--- config.mk ---
export PLATFORM = sky130hd
export DESIGN_NAME = boruss_ram_sp
export DESIGN_NICKNAME = d
export VERILOG_FILES = /design/src/rtl/boruss_ram_sp.sv
export SDC_FILE = /design/constraint.sdc
export NUM_CORES = 2
export LEC_CHECK = 0
export CORE_MARGIN = 8
export CORE_UTILIZATION = 40
export CTS_CLUSTER_DIAMETER = 60
export DETAILED_ROUTE_END_ITERATION = 16
export HOLD_SLACK_MARGIN = 0.08
export MAX_ROUTING_LAYER = met4
export SLEW_MARGIN = 10
export SYNTH_ARGS = -nofsm -noshare
export SYNTH_HDL_FRONTEND = slang
export SYNTH_SLANG_ARGS = --single-unit
--- constraint.sdc ---
create_clock -name clk -period 6.4 [get_ports clk]
set_input_delay 1.28 -clock clk [delete_from_list [all_inputs] [get_ports clk]]
set_output_delay 1.28 -clock clk [all_outputs]
set_load 0.03 [all_outputs]
--- src/rtl/boruss_ram_sp.sv ---
// Single-port synchronous RAM for the Borus CPU data/stack space.
// Valid/ready request port, registered read responses with one cycle of
// latency, out-of-range detection, and a clear sweep that writes INIT_VALUE
// to every word after reset and whenever clear_req is seen in service.
module boruss_ram_sp #(
  parameter int unsigned           DATA_WIDTH = 8,
  parameter int unsigned           ADDR_WIDTH = 8,
  parameter int unsigned           DEPTH      = 256,
  parameter logic [DATA_WIDTH-1:0] INIT_VALUE = '0
) (
  input  logic                  clk,
  input  logic                  reset_n,
  input  logic                  req_valid,
  output logic                  req_ready,
  input  logic                  req_write,
  input  logic [ADDR_WIDTH-1:0] req_addr,
  input  logic [DATA_WIDTH-1:0] req_wdata,
  input  logic                  clear_req,
  output logic                  resp_valid,
  output logic [DATA_WIDTH-1:0] resp_rdata,
  output logic                  resp_err,
  output logic                  init_done
);

  // Index width that exactly covers the array; DEPTH <= 2**ADDR_WIDTH keeps it
  // no wider than the address bus.
  localparam int unsigned IDX_W = (DEPTH > 1) ? $clog2(DEPTH) : 1;

  // Range limits kept one bit wider than the address so DEPTH == 2**ADDR_WIDTH
  // is representable and the sweep ends without wrapping.
  localparam logic [ADDR_WIDTH:0] DEPTH_W = (ADDR_WIDTH+1)'(DEPTH);
  localparam logic [ADDR_WIDTH:0] LAST_W  = (ADDR_WIDTH+1)'(DEPTH - 1);

  typedef enum logic {
    ST_INIT,
    ST_READY
  } state_t;

  state_t                state;
  state_t                state_next;
  logic [ADDR_WIDTH:0]   cnt;

  logic                  accept;
  logic                  rd_accept;
  logic                  in_range;
  logic                  sweep_last;

  logic                  mem_we;
  logic [IDX_W-1:0]      mem_widx;
  logic [DATA_WIDTH-1:0] mem_wdata;
  logic [IDX_W-1:0]      req_idx;

  logic [DATA_WIDTH-1:0] mem [DEPTH];

  assign in_range   = {1'b0, req_addr} < DEPTH_W;
  assign accept     = req_valid && req_ready;
  assign rd_accept  = accept && !req_write;
  assign sweep_last = (cnt == LAST_W);
  assign req_idx    = req_addr[IDX_W-1:0];

  // State register.
  always_ff @(posedge clk or negedge reset_n) begin
    if (!reset_n) begin
      state <= ST_INIT;
    end else begin
      state <= state_next;
    end
  end

  // Next-state logic: sweep until the last word, leave service on clear_req.
  always_comb begin
    state_next = state;
    unique case (state)
      ST_INIT:  if (sweep_last) state_next = ST_READY;
      ST_READY: if (clear_req)  state_next = ST_INIT;
      default:  state_next = ST_INIT;
    endcase
  end

  // Output decode; both flags depend only on the state register.
  always_comb begin
    req_ready = 1'b0;
    init_done = 1'b0;
    if (state == ST_READY) begin
      req_ready = 1'b1;
      init_done = 1'b1;
    end
  end

  // Sweep counter: advances only while clearing, parked at zero otherwise.
  always_ff @(posedge clk or negedge reset_n) begin
    if (!reset_n) begin
      cnt <= '0;
    end else if (state == ST_INIT) begin
      cnt <= sweep_last ? '0 : cnt + 1'b1;
    end else begin
      cnt <= '0;
    end
  end

  // Single write port shared between the clear sweep and accepted writes.
  always_comb begin
    mem_we    = 1'b0;
    mem_widx  = req_idx;
    mem_wdata = req_wdata;
    if (state == ST_INIT) begin
      mem_we    = 1'b1;
      mem_widx  = cnt[IDX_W-1:0];
      mem_wdata = INIT_VALUE;
    end else if (accept && req_write && in_range) begin
      mem_we = 1'b1;
    end
  end

  // Storage array; contents are deliberately not reset, the sweep clears them.
  always_ff @(posedge clk) begin
    if (mem_we) begin
      mem[mem_widx] <= mem_wdata;
    end
  end

  // Registered response: one-cycle pulses, read data held between responses.
  always_ff @(posedge clk or negedge reset_n) begin
    if (!reset_n) begin
      resp_valid <= 1'b0;
      resp_err   <= 1'b0;
      resp_rdata <= '0;
    end else begin
      resp_valid <= rd_accept;
      resp_err   <= accept && !in_range;
      if (rd_accept) begin
        resp_rdata <= in_range ? mem[req_idx] : '0;
      end
    end
  end

endmodule

==> results.py <==
metrics = {
    "clocking": {
        "clkLatencyLatePin_ns": 0.85,
        "cts_buffers": 208,
        "cts_root_buffer": "clkbuf_16",
        "ctsResizeCount": 0,
        "tritoncts": "built",
        "path_clk_slew_ns": 0.06,
        "postCtsSetupBuffers": 0,
        "cts_buffer_depth": 3,
        "clock-sinks": 2067,
        "h-tree-depth": 4,
        "ctsHoldBuffers": 0,
    },
    "routing": {
        "wire_per_inst_um": 31.25,
        "drc": 0,
        "drt-total-wl_um": 220500,
        "antenna_left": 0,
        "first_iter_violations": 4982,
        "wl_met3_um": 18150,
        "wl_met2_um": 104100,
        "via_per_inst": 5.902,
        "dr_total_vias": 41642,
        "dr.max_layer_used": "met4",
        "met1_length_um": 90300,
        "dr.pass1.iters": 6,
    },
    "placement": {
        "dpl.cell_count": 6669,
        "hpwl_um": 137900,
        "gp_congestion": 0.9251,
        "port-buffer-count": 31,
    },
    "sta": {
        "layout_min_cycle_time_ns": 4.728,
        "period_share_pct": 73.88,
        "clock.fmax_mhz": 211.5,
        "setup_viol": 0,
        "hold_viol": 0,
        "clock_skew_ns": 0.04597,
        "fin_tns_setup_ns": 0,
        "drv_slew": 0,
        "slew_headroom_pct": 10.55,
        "rsz0062_at_grt": "no",
        "tightest_slew_ns": 1.338,
    },
    "critical_path": {
        "cp_slowest_cell": "clkdlybuf4s50_1",
        "path_max_fanout": 22,
        "worstPathRequired_ns": 7.10,
        "crit_family": "buffers and inverters",
        "critPathBufInv": 2,
        "r2r_slack_ns": 2.28,
        "endpoint_kind": "register",
        "crit_chain": "clkdlybuf4s50_1 > nand3_1 > buf_4 > a2111oi_0 > or4_1 > or4_1 > o311ai_2",
        "critPathMostFrequentCell": "or4_1",
        "criticalPathCategory": "input port to register",
        "slowest_delay_ns": 1.35,
        "start_kind": "input port",
        "cp.arrival_ns": 5.43,
    },
    "synth": {
        "synth_top_area_share_pct": 75.53,
        "synth_compound_gate_area_share_pct": 4.065,
        "synthSimpleGateAreaFrac_pct": 2.846,
        "ys_async_sr_fraction_pct": 0.9192,
        "synthAdderAreaFrac_pct": 0.01537,
        "synth_top_family_by_area": "multiplexers",
        "syn_nets": 4092,
        "syn-instance-count": 4070,
        "synthTopCellsByArea": "edfxtp_1 (76%), mux4_2 (8.7%), mux2i_1 (4.4%)",
        "synth_flop_cell": "edfxtp_1",
        "ys_ff_latch": 2067,
        "synth_top_cell_by_area": "edfxtp_1",
        "synth_edf_count": 2048,
        "yosys.area_share.xor_xnor_pct": 0.06454,
        "seq_area_frac_synth_pct": 76.12,
        "syn_area_um2": 81420,
        "synth.area.mux_share_pct": 14.35,
        "synth.avg_cell_area_um2": 20.01,
        "synth_cell_types": 73,
        "yosysWarnings": 0,
    },
    "flow_run": {
        "max-cap-violations": 0,
    },
    "grt": {
        "grt_pass1_vias": 41339,
        "grt_max_degree": 165,
        "grt_use_total_pct": 20.42,
        "antenna_found_initial": 7,
        "grt_pass1_wl_um": 313300,
        "overflow": 0,
    },
    "finish": {
        "finalCoreUtilization_pct": 44.99,
        "drive_gt1_share_pct": 17.93,
        "nNetsFinal": 4229,
        "ff_latch_area_um2": 61980,
        "syn_to_final_growth_pct": 11.80,
        "multi_input_area_um2": 17440,
        "fin_cells": 7055,
        "num-fill-cells": 17101,
    },
    "floorplanning": {
        "die-area_um2": 218200,
        "initial_core_util_pct": 40.24,
        "placementRows": 165,
        "die_y_um": 467.2,
        "die_w_um": 467.2,
        "top_level_ports": 33,
        "coreArea_um2": 202300,
    },
    "power_and_ir_drop": {
        "p_per_area_nw_per_um2": 299.2,
        "cellLeakagePower_nw": 23.93,
        "vdd_drop_max_v": 0.0002625,
    },
    "outcome": {
        "status": "finished clean",
    },
    "hold_path": {
        "hold_class": "register to register",
    },
}
[flip-flops by register name (all words and copies together), names as in the netlist]
signal      count
cnt             9
mem          2048
resp_rdata      8
resp_valid      1
state           1
[cells in the mapped netlist, types with 19 or more instances]
master     instances
a211oi_1          36
dfrtp_1           19
mux4_1            39
o21ai_0           49
buf_4             19
nor2_1           306
mux4_2           315
a21oi_1           82
buf_2             48
edfxtp_1        2048
buf_6             43
a2111oi_0         42
nand2_1          142
nand3_1           38
clkbuf_1          71
o22ai_1          122
o221ai_1          52
mux2i_1          354
[cell families (layout without fill, tap and decap cells)]
group / Yosys count / in the layout
AO/OA/AOI/OAI: 476 / 476
XOR/XNOR: 6 / 6
adder cells (fa/ha/maj): 1 / 1
buffers and inverters: 254 / 563
flip-flops: 2067 / 2067
multiplexers: 710 / 710
other: 1 / 5
AND/OR/NAND/NOR: 555 / 555
[area by class of cell]
cell class                 count  share of cell area [%]
inverter                       8                 0.03849
antenna                        4                 0.01100
sequential                  2067                   68.08
clock buffer                 264                   6.074
tap                         2672                   3.673
multi-input combinational   1749                   19.16
timing repair buffer         173                   1.755
clock inverter               118                   1.211
[report_power, final]
group,total [mW],internal [mW],switching [mW]
logic,0.750,0.243,0.507
registers,14.6,14.6,0
clock network,11.8,6.66,5.19
total,27.2,21.5,5.69
[layout by cell type (no fill, tap or decap), types with 13 or more instances in the layout]
| master | count |
|---|---|
| edfxtp_1 | 2048 |
| mux2i_1 | 354 |
| mux4_2 | 315 |
| nor2_1 | 302 |
| clkbuf_16 | 211 |
| nand2_1 | 141 |
| buf_4 | 126 |
| o22ai_1 | 122 |
| a21oi_1 | 82 |
| o221ai_1 | 52 |
| o21ai_0 | 49 |
| clkbuf_1 | 48 |
| clkinv_1 | 43 |
| a2111oi_0 | 40 |
| mux4_1 | 39 |
| nand3_1 | 38 |
| clkinv_2 | 37 |
| a211oi_1 | 36 |
| clkdlybuf4s50_1 | 27 |
| nor3_1 | 18 |
| a221oi_1 | 18 |
| dfrtp_1 | 18 |
| buf_12 | 17 |
| bufinv_16 | 13 |
[metal layers]
layer  global-route usage (%)  up-vias
met5                        -        -
met4                    6.738        0
met3                    4.053      395
met2                    31.53     1947
met1                    27.42    22172
li1                         -    17128
[final timing paths]
check,start,to,depth (start not counted)
min in group asynchronous,reset_n,resp_valid,2
worst min register to register,cnt[8],cnt[8],1
worst min-delay path,cnt[8],cnt[8],1
worst max register to register,state,mem[116][4],3
worst max-delay path,req_addr[6],resp_rdata[5],7
max in group asynchronous,reset_n,cnt[0],2
[stage by stage]
stage,total power [mW],cell area [um2],hold slack (ns),setup WS [ns]
floorplan,15.44,81420,0.4870,0.9317
global placement,15.68,84390,0.5049,1.048
detailed placement,15.68,84390,0.5095,1.046
CTS,27.39,91020,0.5227,1.956
global route,27.94,91030,0.5377,1.863
finish,27.24,91030,0.5222,1.672
No activity file was read; power rests on OpenSTA's default activity.
